==> src/rtl/race_pkg.sv <==
// ---------------------------------------------------------------------------
// race_pkg
// Shared constants, state encoding and small helpers for the race game.
//   LIGHT_GREEN / LIGHT_YELLOW / LIGHT_RED : 2-bit traffic light codes
//   race_state_t                            : top-level race FSM states
//   st_dq(n)                                : status code for a disqualified
//                                             lane in an n-player race
//   light_next(l)                           : GREEN -> YELLOW -> RED -> GREEN
// ---------------------------------------------------------------------------
package race_pkg;

    localparam logic [1:0] LIGHT_GREEN  = 2'b01;
    localparam logic [1:0] LIGHT_YELLOW = 2'b11;
    localparam logic [1:0] LIGHT_RED    = 2'b10;

    typedef enum logic [1:0] {
        IDLE = 2'd0,
        RACE = 2'd1,
        DONE = 2'd2
    } race_state_t;

    // Ranks use 1..n, so the first free code above them marks disqualification.
    function automatic int st_dq(input int n);
        return n + 1;
    endfunction

    function automatic logic [1:0] light_next(input logic [1:0] l);
        logic [1:0] nxt;
        case (l)
            LIGHT_GREEN:  nxt = LIGHT_YELLOW;
            LIGHT_YELLOW: nxt = LIGHT_RED;
            default:      nxt = LIGHT_GREEN;
        endcase
        return nxt;
    endfunction

endpackage

==> src/rtl/race_lane.sv <==
// ---------------------------------------------------------------------------
// race_lane
// One player's lane: release detection, click counting, position and status.
// Ports:
//   clk, rst          clock, asynchronous active-high reset
//   i_click           player button level
//   i_enable          race in progress (clicks ignored otherwise)
//   i_clear           start of a new race: zero pos/count/status
//   i_light           registered traffic light seen this cycle
//   i_max_clicks      extra releases needed per step
//   i_rank_in         rank to take if this lane finishes this cycle
//   o_pos             position, 0..TRACK_LEN
//   o_status          0 racing, 1..N rank, N+1 disqualified
//   o_finish_pulse    combinational: lane finishes on the coming edge
// ---------------------------------------------------------------------------
module race_lane
    import race_pkg::*;
#(
    parameter int N_PLAYERS = 4,
    parameter int TRACK_LEN = 8,
    parameter int CLICK_W   = 4,
    parameter int POS_W     = $clog2(TRACK_LEN + 1),
    parameter int ST_W      = $clog2(N_PLAYERS + 2)
) (
    input  logic               clk,
    input  logic               rst,
    input  logic               i_click,
    input  logic               i_enable,
    input  logic               i_clear,
    input  logic [1:0]         i_light,
    input  logic [CLICK_W-1:0] i_max_clicks,
    input  logic [ST_W-1:0]    i_rank_in,
    output logic [POS_W-1:0]   o_pos,
    output logic [ST_W-1:0]    o_status,
    output logic               o_finish_pulse
);

    localparam logic [ST_W-1:0] ST_DQ = ST_W'(st_dq(N_PLAYERS));

    logic               r_click_d;
    logic [CLICK_W-1:0] r_count;
    logic [POS_W-1:0]   r_pos;
    logic [ST_W-1:0]    r_status;

    logic w_release;
    logic w_active;
    logic w_step;

    assign w_release = r_click_d & ~i_click;
    assign w_active  = i_enable & w_release & (r_status == '0);
    assign w_step    = w_active & (i_light != LIGHT_RED) & (r_count >= i_max_clicks);

    assign o_finish_pulse = w_step & (r_pos == POS_W'(TRACK_LEN - 1));
    assign o_pos          = r_pos;
    assign o_status       = r_status;

    always_ff @(posedge clk or posedge rst) begin
        if (rst) begin
            r_click_d <= 1'b0;
            r_count   <= '0;
            r_pos     <= '0;
            r_status  <= '0;
        end else begin
            // Edge register runs in every state so a held button never
            // produces a spurious release right after a race starts.
            r_click_d <= i_click;
            if (i_clear) begin
                r_count  <= '0;
                r_pos    <= '0;
                r_status <= '0;
            end else if (w_active) begin
                if (i_light == LIGHT_RED) begin
                    r_status <= ST_DQ;
                end else if (w_step) begin
                    r_count <= '0;
                    if (r_pos != POS_W'(TRACK_LEN))
                        r_pos <= r_pos + POS_W'(1);
                    if (o_finish_pulse)
                        r_status <= i_rank_in;
                end else begin
                    r_count <= r_count + CLICK_W'(1);
                end
            end
        end
    end

endmodule

==> src/rtl/race_game_n.sv <==
// ---------------------------------------------------------------------------
// race_game_n
// N-player red-light/green-light click race controller: race FSM, finish
// rank allocation, traffic light, and a rotating single-lane display.
// Build option: RACE_AUTO_LIGHT_EN -- light steps every LIGHT_PERIOD cycles
// while racing instead of following i_light_toggle.
// Ports:
//   clk, rst        clock, asynchronous active-high reset
//   i_start         level; starts a race when sampled high in IDLE/DONE
//   i_click         per-player button levels
//   i_max_clicks    extra releases per step
//   i_light_toggle  manual light advance button level
//   o_light         01 GREEN, 11 YELLOW, 10 RED
//   o_disp_sel      lane currently shown
//   o_disp_pos      thermometer of the shown lane's position
//   o_disp_status   status of the shown lane
//   o_race_done     high while in DONE
// ---------------------------------------------------------------------------
module race_game_n
    import race_pkg::*;
#(
    parameter int N_PLAYERS    = 4,
    parameter int TRACK_LEN    = 8,
    parameter int CLICK_W      = 4,
    parameter int DISP_W       = 8
`ifdef RACE_AUTO_LIGHT_EN
    ,
    parameter int LIGHT_PERIOD = 1024
`endif
) (
    input  logic                                 clk,
    input  logic                                 rst,
    input  logic                                 i_start,
    input  logic [N_PLAYERS-1:0]                 i_click,
    input  logic [CLICK_W-1:0]                   i_max_clicks,
    input  logic                                 i_light_toggle,
    output logic [1:0]                           o_light,
    output logic [$clog2(N_PLAYERS)-1:0]         o_disp_sel,
    output logic [TRACK_LEN-1:0]                 o_disp_pos,
    output logic [$clog2(N_PLAYERS+2)-1:0]       o_disp_status,
    output logic                                 o_race_done
);

    localparam int SEL_W = $clog2(N_PLAYERS);
    localparam int ST_W  = $clog2(N_PLAYERS + 2);
    localparam int POS_W = $clog2(TRACK_LEN + 1);

    race_state_t         r_state;
    logic                r_race_done;
    logic [ST_W-1:0]     r_next_rank;
    logic [1:0]          r_light;
    logic [DISP_W-1:0]   r_disp_cnt;
    logic [SEL_W-1:0]    r_disp_sel;
    logic [TRACK_LEN-1:0] r_disp_pos;
    logic [ST_W-1:0]     r_disp_status;

    logic [POS_W-1:0]    w_pos     [N_PLAYERS];
    logic [ST_W-1:0]     w_status  [N_PLAYERS];
    logic [ST_W-1:0]     w_rank_in [N_PLAYERS];
    logic [N_PLAYERS-1:0] w_finish;
    logic [N_PLAYERS-1:0] w_lane_done;
    logic [ST_W-1:0]     w_finish_cnt;
    logic                w_in_race;
    logic                w_start_race;
    logic                w_all_done;
    logic [POS_W-1:0]    w_sel_pos;
    logic [TRACK_LEN-1:0] w_therm;

    assign w_in_race    = (r_state == RACE);
    assign w_start_race = i_start & (r_state != RACE);
    assign w_all_done   = &w_lane_done;

    // ---------------- lanes ----------------
    genvar gi;
    generate
        for (gi = 0; gi < N_PLAYERS; gi++) begin : g_lane
            race_lane #(
                .N_PLAYERS (N_PLAYERS),
                .TRACK_LEN (TRACK_LEN),
                .CLICK_W   (CLICK_W),
                .POS_W     (POS_W),
                .ST_W      (ST_W)
            ) u_lane (
                .clk            (clk),
                .rst            (rst),
                .i_click        (i_click[gi]),
                .i_enable       (w_in_race),
                .i_clear        (w_start_race),
                .i_light        (r_light),
                .i_max_clicks   (i_max_clicks),
                .i_rank_in      (w_rank_in[gi]),
                .o_pos          (w_pos[gi]),
                .o_status       (w_status[gi]),
                .o_finish_pulse (w_finish[gi])
            );
            assign w_lane_done[gi] = (w_status[gi] != '0);
        end
    endgenerate

    // Simultaneous finishers take consecutive ranks in lane-index order:
    // each lane's rank is next_rank plus the finishers below it.
    always_comb begin
        logic [ST_W-1:0] acc;
        acc = '0;
        for (int i = 0; i < N_PLAYERS; i++) begin
            w_rank_in[i] = r_next_rank + acc;
            acc          = acc + ST_W'(w_finish[i]);
        end
        w_finish_cnt = acc;
    end

    // ---------------- race FSM ----------------
    always_ff @(posedge clk or posedge rst) begin
        if (rst) begin
            r_state     <= IDLE;
            r_race_done <= 1'b0;
            r_next_rank <= ST_W'(1);
        end else begin
            case (r_state)
                IDLE: begin
                    if (i_start) begin
                        r_state     <= RACE;
                        r_next_rank <= ST_W'(1);
                    end
                end
                RACE: begin
                    r_next_rank <= r_next_rank + w_finish_cnt;
                    if (w_all_done) begin
                        r_state     <= DONE;
                        r_race_done <= 1'b1;
                    end
                end
                DONE: begin
                    if (i_start) begin
                        r_state     <= RACE;
                        r_race_done <= 1'b0;
                        r_next_rank <= ST_W'(1);
                    end
                end
                default: begin
                    r_state     <= IDLE;
                    r_race_done <= 1'b0;
                end
            endcase
        end
    end

    // ---------------- traffic light ----------------
`ifdef RACE_AUTO_LIGHT_EN
    localparam int LT_W = (LIGHT_PERIOD > 1) ? $clog2(LIGHT_PERIOD) : 1;

    logic [LT_W-1:0] r_light_timer;
    logic            w_unused_toggle;

    assign w_unused_toggle = i_light_toggle;

    always_ff @(posedge clk or posedge rst) begin
        if (rst) begin
            r_light       <= LIGHT_GREEN;
            r_light_timer <= '0;
        end else if (w_start_race) begin
            r_light       <= LIGHT_GREEN;
            r_light_timer <= '0;
        end else if (w_in_race) begin
            if (r_light_timer == LT_W'(LIGHT_PERIOD - 1)) begin
                r_light_timer <= '0;
                r_light       <= light_next(r_light);
            end else begin
                r_light_timer <= r_light_timer + LT_W'(1);
            end
        end
    end
`else
    logic r_toggle_d;

    always_ff @(posedge clk or posedge rst) begin
        if (rst) begin
            r_light    <= LIGHT_GREEN;
            r_toggle_d <= 1'b0;
        end else begin
            r_toggle_d <= i_light_toggle;
            if (r_toggle_d & ~i_light_toggle)
                r_light <= light_next(r_light);
        end
    end
`endif

    // ---------------- display rotator ----------------
    assign w_sel_pos = w_pos[r_disp_sel];

    generate
        for (gi = 0; gi < TRACK_LEN; gi++) begin : g_therm
            assign w_therm[gi] = (w_sel_pos > POS_W'(gi));
        end
    endgenerate

    always_ff @(posedge clk or posedge rst) begin
        if (rst) begin
            r_disp_cnt    <= '0;
            r_disp_sel    <= '0;
            r_disp_pos    <= '0;
            r_disp_status <= '0;
        end else begin
            r_disp_cnt <= r_disp_cnt + DISP_W'(1);
            if (&r_disp_cnt)
                r_disp_sel <= (r_disp_sel == SEL_W'(N_PLAYERS - 1)) ? '0
                                                                   : r_disp_sel + SEL_W'(1);
            r_disp_pos    <= w_therm;
            r_disp_status <= w_status[r_disp_sel];
        end
    end

    assign o_light       = r_light;
    assign o_disp_sel    = r_disp_sel;
    assign o_disp_pos    = r_disp_pos;
    assign o_disp_status = r_disp_status;
    assign o_race_done   = r_race_done;

endmodule

==> config.mk <==
export PLATFORM = sky130hd
export DESIGN_NAME = race_game_n
export DESIGN_NICKNAME = d
export VERILOG_FILES = /design/src/rtl/race_pkg.sv /design/src/rtl/race_lane.sv /design/src/rtl/race_game_n.sv
export SDC_FILE = /design/constraint.sdc
export NUM_CORES = 1
export LEC_CHECK = 0
export ABC_AREA = 0
export BUFFER_PORTS_ARGS = -buffer_cell sky130_fd_sc_hd__buf_2
export CAP_MARGIN = 25
export CORE_MARGIN = 10
export CORE_UTILIZATION = 35
export DETAILED_ROUTE_END_ITERATION = 7
export SLEW_MARGIN = 20
export SYNTH_ARGS = -nofsm -noshare
export SYNTH_HDL_FRONTEND = slang
export SYNTH_SLANG_ARGS = --single-unit
export TNS_END_PERCENT = 30
==> constraint.sdc <==
create_clock -name clk -period 3.7 [get_ports clk]
set_input_delay 0.555 -clock clk [delete_from_list [all_inputs] [get_ports clk]]
set_output_delay 0.555 -clock clk [all_outputs]
set_load 0.005 [all_outputs]
# Word-level counts from Yosys, hierarchy flattened
# Cells that the tools add are included.
dict set report totals {
  register_bits 78
  output_inout_bits 16
  elab_cells 228
}
dict set report op_classes {
  addsub 17
  magnitude_cmp 13
  n_eq_ne 20
  n_mux 72
  bitwise 33
  reduce_logical 48
}
# cell count
set ops {}
lappend ops {{$mux 4} 38}
lappend ops {{$mux 3} 23}
lappend ops {{$reduce_bool 3->1} 12}
lappend ops {{$add 4x1->4 const B} 8}
lappend ops {{$and 1x1->1} 26}
lappend ops {{$reduce_bool 2->1} 13}
lappend ops {{$reduce_and 4->1} 5}
lappend ops {{$eq 4x3->1 const B} 4}
lappend ops {{$ge 4x4->1} 4}
lappend ops {{$gt 4x3->1 const B} 4}
lappend ops {{$ne 4x4->1 const B} 4}
lappend ops {{$reduce_and 3->1} 5}
lappend ops {{$logic_not 3->1} 4}
lappend ops {{$reduce_and 2->1} 6}
lappend ops {{$add 8x1->8 const B} 1}
lappend ops {{$bmux 4 s2} 1}
lappend ops {{$eq 2x2->1 const B} 4}
lappend ops {{$gt 4x1->1 const B} 2}
lappend ops {{$gt 4x2->1 const B} 2}
lappend ops {{$pmux 2 s2} 2}
lappend ops {{$reduce_and 8->1} 1}
lappend ops {{$add 3x1->3} 2}
lappend ops {{$add 3x3->3} 2}
lappend ops {{$bmux 3 s2} 1}
lappend ops {{other kinds (16)} 29}

# Longest topological paths before layout
# Gate-level depths: netlist (run 1).
dict set report logic_depth {
  ltp_word 15
  mapped_depth 13
}

# By module
# Synthesis (run 1) repeated with hierarchy kept, for this count alone.
dict set report unflattened {
  cells_unflattened 444
  hier_area_um2 4679.5
}
# mod n_inst cells_per_inst area_each_um2 seq_area_each_um2
set modules_own_cells {}
lappend modules_own_cells {race_lane 4 80 772.0 300.3}
lappend modules_own_cells {race_game_n 1 124 1591.5 753.2}

# Worst setup path after synthesis (run 1)
# OpenSTA, ideal clock, no wires.
dict set report synth_timing {
  path_kind {input-to-reg}
  start {input port i_max_clicks[0]}
  end {register r_next_rank[2]}
  setup_ns 0.121
  arrival_ns 3.583
  t_required_ns 3.579
  path_slack_ns -0.004
  cell_stages 12
  n_path_buf 0
  path_cell_list {ha_1 -> nand2b_1 -> a2111oi_2 -> nor4_1 -> fa_1 -> inv_1 -> fa_1 -> fa_1 -> xor2_1 -> nor2_1 -> xor2_1 -> a22o_1}
}
dict set report synth_between {
  elab_chain_cells 8
  elab_cells_between_ends 17
}
# element line_no
set synth_rtl {}
lappend synth_rtl {{start: declaration} race_game_n.sv:35} ;# input logic [CLICK_W-1:0] i_max_clicks,
lappend synth_rtl {{$ge 4x4->1} race_lane.sv:51} ;# assign w_step = w_active & (i_light != LIGHT_RED) & (r_count >= i_max_clicks);
lappend synth_rtl {{$and 1x1->1} race_lane.sv:51}
lappend synth_rtl {{$and 1x1->1} race_lane.sv:53} ;# assign o_finish_pulse = w_step & (r_pos == POS_W'(TRACK_LEN - 1));
lappend synth_rtl {{$add 1x1->2} race_game_n.sv:107} ;# acc = acc + ST_W'(w_finish[i]);
lappend synth_rtl {{$add 2x1->3} race_game_n.sv:107}
lappend synth_rtl {{$add 3x1->3 (*)} race_game_n.sv:107}
lappend synth_rtl {{$add 3x3->3 (*)} race_game_n.sv:127} ;# r_next_rank <= r_next_rank + w_finish_cnt;
lappend synth_rtl {{$pmux 3 s2 (*)} race_game_n.sv:119} ;# case (r_state)
lappend synth_rtl {{end signal: assignment} race_game_n.sv:127}
lappend synth_rtl {{end: declaration} race_game_n.sv:50} ;# logic [ST_W-1:0] r_next_rank;
# Every way passes the cells marked *; elsewhere a longest branch is shown, timed or not.
# A chain may end at the register's enable or synchronous reset.

# Worst setup path after layout (run 1)
dict set report layout_timing {
  start {register g_lane[2].u_lane.r_count[0]}
  end {register r_next_rank[2]}
}
dict set report layout_between {
  elab_chain_cells 7
}
# element line_no
set layout_rtl {}
lappend layout_rtl {{start: declaration} race_lane.sv:41} ;# logic [CLICK_W-1:0] r_count;
lappend layout_rtl {{start signal: assignment} race_lane.sv:81} ;# r_count <= r_count + CLICK_W'(1);
lappend layout_rtl {{$ge 4x4->1} race_lane.sv:51}
lappend layout_rtl {{$and 1x1->1} race_lane.sv:51}
lappend layout_rtl {{$and 1x1->1} race_lane.sv:53}
lappend layout_rtl {{$add 2x1->3} race_game_n.sv:107}
lappend layout_rtl {{$add 3x1->3} race_game_n.sv:107}
lappend layout_rtl {{$add 3x3->3} race_game_n.sv:127}
lappend layout_rtl {{$pmux 3 s2} race_game_n.sv:119}
# No other way between the ends.

==> results of run 1 <==
-- layer usage --
| metal | track usage | wire length (µm) | up-vias | share of wire |
|---|---|---|---|---|
| li1 | - | - | 1631 | - |
| met1 | 0.1472 | 4541 | 1646 | 0.44 |
| met2 | 0.2095 | 5218 | 62 | 0.50 |
| met3 | 0.03383 | 486 | 12 | 0.047 |
| met4 | 0.04414 | 169 | 0 | 0.016 |
| met5 | 0 | 0 | - | 0 |
-- metrics by stage --
stage	power [mW]	setup slack [ns]	utilization	std cells
final	3.480	0.1869	0.4207	646
after global routing	3.723	0.01553	0.4207	646
after CTS	3.517	0.1818	0.4207	646
after detailed placement	2.545	-0.04495	0.3953	630
after global placement	2.505	0.01197	0.3953	630
after floorplan	2.120	0.05600	-	421
-- power by group --
part	leakage, nW	switching, mW	internal, mW
sequential	1.01	0.220	1.06
combinational	1.30	0.669	0.575
clock	0.150	0.358	0.595
-- flip-flops by register name, summed over array words and instances, names as in the netlist, 2 cells and up --
| signal | count |
|---|---|
| g_lane.u_lane.o_pos | 16 |
| g_lane.u_lane.o_status | 12 |
| g_lane.u_lane.r_click_d | 4 |
| g_lane.u_lane.r_count | 16 |
| o_disp_pos | 8 |
| o_disp_sel | 2 |
| o_disp_status | 3 |
| o_light | 2 |
| r_disp_cnt | 8 |
| r_next_rank | 3 |
| r_state | 2 |
-- worst max path at each step --
stage | end | slack (ns) | depth (start not counted)
floorplan | r_next_rank[2]$_DFFE_PP0P_ | 0.06 | 12
global placement | r_next_rank[2]$_DFFE_PP0P_ | 0.01 | 13
detailed placement | r_next_rank[2]$_DFFE_PP0P_ | -0.04 | 13
CTS | r_next_rank[2]$_DFFE_PP0P_ | 0.18 | 13
global route | r_next_rank[2]$_DFFE_PP0P_ | 0.02 | 13
finish | r_next_rank[2]$_DFFE_PP0P_ | 0.19 | 13
-- synth_stat cells, drive strengths merged (5+ instances only) --
| master | number |
|---|---|
| a21oi | 14 |
| nor2 | 34 |
| nand2b | 7 |
| nand3b | 5 |
| xor2 | 6 |
| ha | 37 |
| nor2b | 5 |
| nor3b | 5 |
| fa | 5 |
| nor4 | 13 |
| clkbuf | 9 |
| nand2 | 29 |
| o21a | 6 |
| dfrtp | 76 |
| inv | 26 |
| or3 | 5 |
| mux4 | 7 |
| nand3 | 24 |
| xnor2 | 12 |
| nor3 | 9 |
| o21ai | 13 |
| a32o | 6 |
| mux2 | 6 |
-- area by class of cell --
cell class / instances / share of cell area
multi-input combinational: 305 / 0.4580
sequential: 78 / 0.3667
timing repair buffer: 49 / 0.05634
clock buffer: 10 / 0.04296
tap: 172 / 0.04038
inverter: 26 / 0.01831
clock inverter: 6 / 0.01737
-- cells by family after synthesis --
kind of cell             after synthesis  share of synthesized area
adder cells (fa/ha/maj)               42                     0.1243
buffers and inverters                 38                    0.03232
multiplexers                          14                    0.05193
AO/OA/AOI/OAI                         72                     0.1260
XOR/XNOR                              18                    0.03481
AND/OR/NAND/NOR                      159                     0.1992
flip-flops                            78                     0.4315
==> impl_metrics.csv, run 1 <==
group,metric,value,unit
final_layout,regArea,0.001954,mm²
synth,syn-cell-area,0.004529,mm²
sta,final.min_clock_period,3.513,ns
global_routing,grt.overflow.total,0,
synth,async_reset_ff_frac,1.000,
placement,io_buffers,27,
final_layout,antennaDiodeCount,0,
final_layout,mostFrequentLayoutCell,"dfrtp_1",
worst_setup_path,critPathLaunchType,"flip-flop",
final_layout,drive_gt1_frac,0.2215,
status,status,"finished, final reports clean",
sta,clock_skew,0.006850,ns
job,cap_violations,0,
worst_hold_path,hold_path_depth,1,
worst_setup_path,crit_chain,"inv_1 > ha_1 > nand2b_1 > a2111oi_4 > nor4_1 > fa_1 > inv_1 > fa_1 > fa_1 > xor2_1 > nor2_1 > xor2_1 > a22o_1",
global_routing,grt_max_degree,40,
worst_setup_path,slowest_stage,"fa_1",
worst_hold_path,worstHoldStart,"i_click[1]",
worst_setup_path,crit_buf_inv,2,
sta,whs,0.3290,ns
drt,wl_per_cell,16.12,µm
cts,clk_latency,0.34,ns
sta,relSlewSlack,0.3602,
synth,synth_edf_count,0,
sta,hold_violations,0,
worst_hold_path,hp-class,"in2reg",
cts,clockRootBuffer,"clkbuf_16",
cts,cts_inserted_buffers,9,
final_layout,syn_to_final_growth,17.68,%
cts,h-tree-depth,3,
worst_setup_path,cp.arrival,3.75,ns
placement,dpl.hpwl,8038,µm
synth,syn_nets,475,
drt,vias,3351,
synth,yosysTopAreaCell,"dfrtp_1",
drt,drcViolationCount,0,
sta,post-route-period-util,0.9495,
placement,gp_congestion,0.8501,
worst_setup_path,r2r_end,"r_next_rank[2]$_DFFE_PP0P_",
synth,synthTopCellsByArea,"dfrtp_1 42%, ha_1 10%, mux4_2 3.5%, nor2_1 2.7%, nand3_1 2.5%",
drt,drt-initial-drc-count,253,
sta,rsz0062_at_grt,"false",
cts,cts-hold-fix-buffers,0,
floorplanning,core-area,0.01267,mm²
cts,clockBufferDepth,2,
floorplanning,die_area,0.01789,mm²
worst_setup_path,cp.required,3.94,ns
synth,synth_seq_cells,78,
floorplanning,start_util,0.3575,
worst_setup_path,rr_startpoint,"g_lane[2].u_lane.r_count[0]$_DFFE_PP0P_",
final_layout,multi_input_area,0.002441,mm²
cts,worst_setup_hold_path_clk_slew,0.06,ns
worst_setup_path,r2r_cells,13,
synth,synth_flop_cell,"dfrtp_1",
placement,place_area,0.005009,mm²
sta,slew_viol_final,0,
worst_setup_path,cp_max_fo,5,
synth,yosysWarnings,0,
worst_setup_path,critPathMostFrequentCell,"fa_1",
cts,ctsResizeCount,0,
final_layout,mostFrequentLayoutCells,"76 x dfrtp_1, 37 x ha_1, 33 x nor2_1",
power,vdd_drop_max,0.2970,mV
worst_setup_path,cpPeakStageDelay,0.55,ns
worst_setup_path,end_kind,"flip-flop",
sta,max_freq,0.2846,GHz
synth,netlist_instances,421,
power,power_density,652.8,mW/mm²
power,p_leak,2.454,nW
final_layout,num-fill-cells,1223,
synth,synth_cell_types,66,
global_routing,grt_pass1_wl,17770,µm
worst_hold_path,hold_end,"g_lane[1].u_lane.r_click_d$_DFF_PP0_",
global_routing,antenna_found_initial,0,
cts,postCtsSetupBuffers,0,
worst_setup_path,critPathTopFamily,"adder cells",
cts,clock_sinks,78,
drt,first_pass_iters,4,
global_routing,track_usage,0.1238,
sta,totalNegativeSetupSlack,0,ns
floorplanning,io_pins,28,
synth,synth_area_per_cell,10.76,µm²
worst_setup_path,crit_start,"g_lane[2].u_lane.r_count[0]$_DFFE_PP0P_",
synth,synth.top_cell.area_share,0.4199,
drt,wl,10410,µm
global_routing,first_global_vias,3497,
drt,antenna_left,0,
sta,tightest_slew,0.9574,ns
worst_setup_path,ff2ff_setup_slack,0.19,ns
sta,setup_viol,0,
final_layout,nets,523,
final_layout,final_area,0.005330,mm²
worst_setup_path,crit_type,"reg2reg",
synth,ys_seq_area_frac,0.4315,
floorplanning,die_w,133.8,µm
cts,cts_tree,"built",
floorplanning,row_count,41,
drt,via_per_inst,5.187,
floorplanning,die_y,133.8,µm
No activity file was read; power rests on OpenSTA's default activity.
==> run 2, diff against run 1 <==
Settings changed: CELL_PAD_IN_SITES_DETAIL_PLACEMENT set to 1, CELL_PAD_IN_SITES_GLOBAL_PLACEMENT set to 1, PLACE_DENSITY_LB_ADDON set to 0.1.
==> impl_metrics.csv, run 2 (same netlist as run 1, synthesis figures left out) <==
group,metric,value,unit
status,status,"finished, final reports clean",
drt,wl,12000,µm
global_routing,track_usage,0.1401,
final_layout,syn_to_final_growth,17.49,%
floorplanning,io_pins,28,
sta,whs,0.2839,ns
cts,clk_latency,0.35,ns
cts,clock_sinks,78,
cts,clockRootBuffer,"clkbuf_16",
cts,cts_tree,"built",
placement,place_ws,-0.06389,ns
worst_setup_path,crit_type,"reg2reg",
floorplanning,die_area,0.01789,mm²
worst_setup_path,cpPeakStageDelay,0.54,ns
cts,h-tree-depth,3,
floorplanning,start_util,0.3575,
cts,cts_inserted_buffers,9,
power,vdd_drop_max,0.2298,mV
power,power_density,654.7,mW/mm²
cts,cts-hold-fix-buffers,0,
worst_setup_path,ff2ff_setup_slack,0.18,ns
placement,io_buffers,27,
sta,max_freq,0.2841,GHz
worst_setup_path,critPathMostFrequentCell,"fa_1",
global_routing,grt_pass1_wl,19800,µm
drt,first_pass_iters,4,
cts,worst_setup_hold_path_clk_slew,0.06,ns
global_routing,grt_max_degree,44,
global_routing,antenna_found_initial,0,
sta,rsz0062_at_grt,"false",
drt,antenna_left,0,
final_layout,antennaDiodeCount,0,
worst_setup_path,end_kind,"flip-flop",
cts,clockBufferDepth,2,
drt,via_per_inst,5.346,
sta,slew_viol_final,0,
worst_setup_path,r2r_end,"r_next_rank[2]$_DFFE_PP0P_",
drt,drt-initial-drc-count,189,
floorplanning,die_y,133.8,µm
drt,drcViolationCount,0,
cts,ctsResizeCount,0,
sta,final.min_clock_period,3.519,ns
sta,relSlewSlack,0.3473,
final_layout,utilization,0.4200,
sta,hold_violations,0,
floorplanning,die_w,133.8,µm
worst_setup_path,cp.arrival,3.75,ns
worst_setup_path,cp_max_fo,3,
drt,vias,3459,
placement,gp_congestion,0.8216,
drt,wl_per_cell,18.55,µm
sta,setup_viol,0,
sta,clock_skew,0.004824,ns
sta,post-route-period-util,0.9512,
sta,setup_ws,0.1806,ns
sta,tightest_slew,0.9767,ns
worst_setup_path,crit_chain,"inv_1 > ha_1 > nand2b_1 > a2111oi_4 > nor4_1 > fa_1 > inv_1 > fa_1 > fa_1 > xor2_1 > nor2_1 > xor2_1 > a22o_1",
worst_setup_path,critPathLaunchType,"flip-flop",
floorplanning,core-area,0.01267,mm²
global_routing,first_global_vias,3704,
worst_setup_path,cp.required,3.93,ns
worst_setup_path,slowest_stage,"fa_1",
power,p_leak,2.461,nW
floorplanning,row_count,41,
final_layout,nets,524,
final_layout,num-fill-cells,1425,
cts,postCtsSetupBuffers,0,
job,cap_violations,0,
worst_hold_path,hp-class,"in2async",
worst_setup_path,r2r_cells,13,
placement,dpl.hpwl,9112,µm
worst_setup_path,rr_startpoint,"g_lane[1].u_lane.r_count[0]$_DFFE_PP0P_",
final_layout,drive_gt1_frac,0.2232,
final_layout,mostFrequentLayoutCell,"dfrtp_1",
final_layout,mostFrequentLayoutCells,"76 x dfrtp_1, 37 x ha_1, 33 x nor2_1",
global_routing,grt.overflow.total,0,
[run 2: cell type report]
type                    count  area, µm²  area share
clock buffers              10      229.0     0.04303
clock inverters             6      62.56     0.01176
flip-flops and latches     78       1954      0.3673
inverters                  26      98.84     0.01858
well taps                 172      215.2     0.04044
repair buffers             50      320.3     0.06019
multi-input cells         305       2441      0.4587
[run 2: worst max-delay path by stage]
stage	start	to	slack (ns)	depth (start not counted)
2_1_floorplan	i_max_clicks[0]	r_next_rank[2]$_DFFE_PP0P_	0.06	12
5_1_grt	g_lane[1].u_lane.r_count[0]$_DFFE_PP0P_	r_next_rank[2]$_DFFE_PP0P_	0.02	13
4_1_cts	g_lane[2].u_lane.r_count[0]$_DFFE_PP0P_	r_next_rank[2]$_DFFE_PP0P_	0.18	13
3_5_place_dp	i_max_clicks[0]	r_next_rank[2]$_DFFE_PP0P_	-0.06	13
3_3_place_gp	i_max_clicks[0]	r_next_rank[2]$_DFFE_PP0P_	-0.007	13
6_report	g_lane[1].u_lane.r_count[0]$_DFFE_PP0P_	r_next_rank[2]$_DFFE_PP0P_	0.18	13
[run 2: layer usage]
metal	wire length (µm)	global-route usage	vias to the layer above	part of all wire
li1	-	-	1619	-
met1	5692	0.1800	1777	0.47
met2	5736	0.2277	50	0.48
met3	385	0.02556	13	0.032
met4	190	0.05502	0	0.016
met5	0	0	-	0
[run 2: worst max-delay path: cells and delay by family, from the launching register on]
family                     cells  cell delay [ns]
and+or+nand+nor                3             0.38
xor gates and xnor gates       2             0.29
adders and majority gates      4             1.57
buffers and inverters          2             0.21
DFF                            1             0.39
AOI/OAI and AO/OA              2             0.56
[run 2: through the flow]
| stage | total power [mW] | instance area [µm²] | TNS [ns] | std cells |
|---|---|---|---|---|
| 2_1_floorplan | 2.120 | 4542 | 0 | 421 |
| 4_1_cts | 3.539 | 5321 | 0 | 647 |
| 3_5_place_dp | 2.614 | 5030 | -0.06389 | 631 |
| 5_1_grt | 3.738 | 5321 | 0 | 647 |
| 6_report | 3.484 | 5321 | 0 | 647 |
| 3_3_place_gp | 2.578 | 5030 | -0.006817 | 631 |
[run 2: power breakdown]
| part | total (mW) | switching (mW) | leakage [nW] | internal (mW) |
|---|---|---|---|---|
| clock network | 0.898 | 0.375 | 0.147 | 0.523 |
| logic | 1.30 | 0.717 | 1.31 | 0.587 |
| registers | 1.28 | 0.221 | 1.01 | 1.06 |
| total | 3.48 | 1.31 | 2.46 | 2.17 |
==> run 3, diff against run 2 <==
Settings changed: SYNTH_HIERARCHICAL set to 1.
==> impl_metrics.csv, run 3 <==
group,metric,value,unit
cts,worst_setup_hold_path_clk_slew,0.06,ns
final_layout,finalNonFillerCells,665,
placement,placedCellCount,649,
synth,synth_commonest_cells,"76 x dfrtp_1, 49 x inv_1, 37 x ha_1",
synth,yosysWarnings,6,
sta,tightest_slew,1.146,ns
floorplanning,start_util,0.3548,
worst_setup_path,ff2ff_setup_slack,0.24,ns
drt,drcViolationCount,0,
synth,synth.top_cell.area_share,0.4064,
synth,synth_seq_cells,78,
global_routing,track_usage,0.1419,
drt,via_per_inst,5.326,
synth,synth_flop_cell,"dfrtp_1",
cts,cts_inserted_buffers,9,
drt,vias,3542,
placement,gp_congestion,0.8100,
placement,place_area,0.005066,mm²
sta,rsz0062_at_grt,"false",
drt,wl_per_cell,18.65,µm
status,status,"finished, final reports clean",
final_layout,mostFrequentLayoutCells,"75 x dfrtp_1, 48 x inv_1, 37 x ha_1",
global_routing,first_global_vias,3816,
power,vdd_drop_max,0.2614,mV
final_layout,drive_gt1_frac,0.1984,
power,power_density,635.0,mW/mm²
power,p_leak,2.477,nW
synth,async_reset_ff_frac,1.000,
cts,clockBufferDepth,2,
final_layout,final_area,0.005378,mm²
job,cap_violations,0,
worst_setup_path,cp.arrival,3.68,ns
cts,clockRootBuffer,"clkbuf_16",
placement,io_buffers,27,
final_layout,num-fill-cells,1484,
sta,hold_violations,0,
final_layout,mostFrequentLayoutCell,"dfrtp_1",
synth,synth_cell_types,48,
placement,dpl.hpwl,9489,µm
drt,first_pass_iters,4,
floorplanning,core-area,0.01319,mm²
synth,netlist_instances,444,
synth,syn-cell-area,0.004679,mm²
global_routing,grt.overflow.total,0,
synth,yosysTopAreaCell,"dfrtp_1",
sta,slew_viol_final,0,
drt,drt-initial-drc-count,116,
worst_setup_path,end_kind,"flip-flop",
floorplanning,row_count,42,
cts,clk_latency,0.35,ns
sta,max_freq,0.2886,GHz
sta,setup_viol,0,
synth,synth_edf_count,0,
floorplanning,die_area,0.01840,mm²
final_layout,antennaDiodeCount,0,
synth,yosysMostFrequentCell,"dfrtp_1",
drt,antenna_left,0,
sta,post-route-period-util,0.9364,
sta,totalNegativeSetupSlack,0,ns
cts,h-tree-depth,3,
global_routing,grt_pass1_wl,20500,µm
sta,relSlewSlack,0.2265,
synth,ys_seq_area_frac,0.4176,
drt,wl,12410,µm
sta,clock_skew,0.006891,ns
floorplanning,io_pins,28,
synth,synth_area_per_cell,10.54,µm²
sta,final.min_clock_period,3.465,ns
cts,cts_tree,"built",
global_routing,grt_max_degree,35,
worst_setup_path,cp_max_fo,4,
cts,clock_sinks,78,
floorplanning,die_w,135.6,µm
synth,syn_nets,498,
global_routing,antenna_found_initial,0,
synth,synthTopCellsByArea,"dfrtp_1 41%, ha_1 9.9%, inv_1 3.9%, nand2_1 2.5%, a21oi_1 2.4%",
worst_setup_path,cp.required,3.92,ns
final_layout,nets,538,
worst_hold_path,hp-class,"in2async",
floorplanning,die_y,135.6,µm
final_layout,syn_to_final_growth,14.92,%
worst_setup_path,crit_type,"reg2reg",
worst_setup_path,critPathLaunchType,"flip-flop",
## run 3: changes by cell type in the layout (fill, tap and decap cells not counted), moves of 5 or more
cell / previous run / this run
o311ai_0: 0 / 5
o2bb2ai_1: 1 / 8
inv_1: 25 / 48
a21oi_1: 14 / 22
nor2_1: 33 / 21
nor4_1: 10 / 0
a31oi_1: 2 / 8
buf_4: 22 / 16
## run 3: worst paths after layout
path                                                          start  cells past startpoint                                       end
setup reg to reg           g_lane[0].u_lane/o_status[0]$_DFFE_PP0P_                     13                r_next_rank[2]$_DFFE_PP0P_
hold reg to reg                             r_disp_cnt[7]$_DFF_PP0_                      1                   r_disp_cnt[7]$_DFF_PP0_
min in group clk                                         i_click[2]                      1      g_lane[2].u_lane/r_click_d$_DFF_PP0_
hold / removal                                                  rst                      2  g_lane[2].u_lane/o_status[1]$_DFFE_PP0P_
setup / recovery           g_lane[0].u_lane/o_status[0]$_DFFE_PP0P_                     13                r_next_rank[2]$_DFFE_PP0P_
max in group asynchronous                                       rst                      2   g_lane[0].u_lane/r_count[2]$_DFFE_PP0P_
## run 3: cells by family (layout without fill, tap and decap cells)
family | count (synthesis) | after routing | synth area share
compound gates | 86 | 86 | 0.1449
xor+xnor | 11 | 11 | 0.02059
fa+ha+maj | 42 | 42 | 0.1203
buf+inv | 64 | 109 | 0.05936
flops | 78 | 78 | 0.4176
mux | 20 | 20 | 0.06684
simple gates | 143 | 143 | 0.1703
## run 3: what timing repair did
action | in CTS | in global routing
setup buffers | 0 | 0
hold buffers | 0 | 0
setup endpoints to repair | 0 | 2
gates resized for setup | 0 | 6
## run 3: cell type report
type,instances,area [µm²],share of cell area
well taps,176,220.2,0.04095
flip-flops and latches,78,1956,0.3637
inverters,50,190.2,0.03537
clock inverters,6,63.81,0.01187
clock buffers,10,229.0,0.04258
multi-input cells,302,2464,0.4581
repair buffers,43,255.2,0.04746
## run 3: worst max-delay path, stage by stage (launching register included)
cell and delay, ns:
dfrtp_1 0.41, or4b_4 0.56, or3_1 0.40, nor3_2 0.14, buf_4 0.16, fa_1 0.43
inv_1 0.09, fa_1 0.16, inv_1 0.05, fa_1 0.37, xnor2_1 0.15, o21a_1 0.17
o21ai_0 0.15, o41ai_1 0.11
## run 3: power breakdown
part / internal (mW) / switching [mW]
clock: 0.522 / 0.373
combinational: 0.507 / 0.715
sequential: 1.06 / 0.242
total: 2.08 / 1.33
## run 3: stage by stage
stage	hold slack [ns]	util	total power, mW	setup slack (ns)
after CTS	0.2977	0.4063	3.458	0.03147
after global routing	0.3189	0.4077	3.691	0.02548
after floorplan	0.4197	-	2.102	0.09006
after detailed placement	0.4634	0.3841	2.543	-0.04903
after global placement	0.4548	0.3841	2.486	0.06886
final	0.2832	0.4077	3.415	0.2352
## run 3: layer usage
layer,part of all wire,track usage,up-vias
li1,-,-,1687
met1,0.47,0.1809,1798
met2,0.47,0.2303,43
met3,0.039,0.02893,14
met4,0.015,0.05502,0
met5,0,0,-
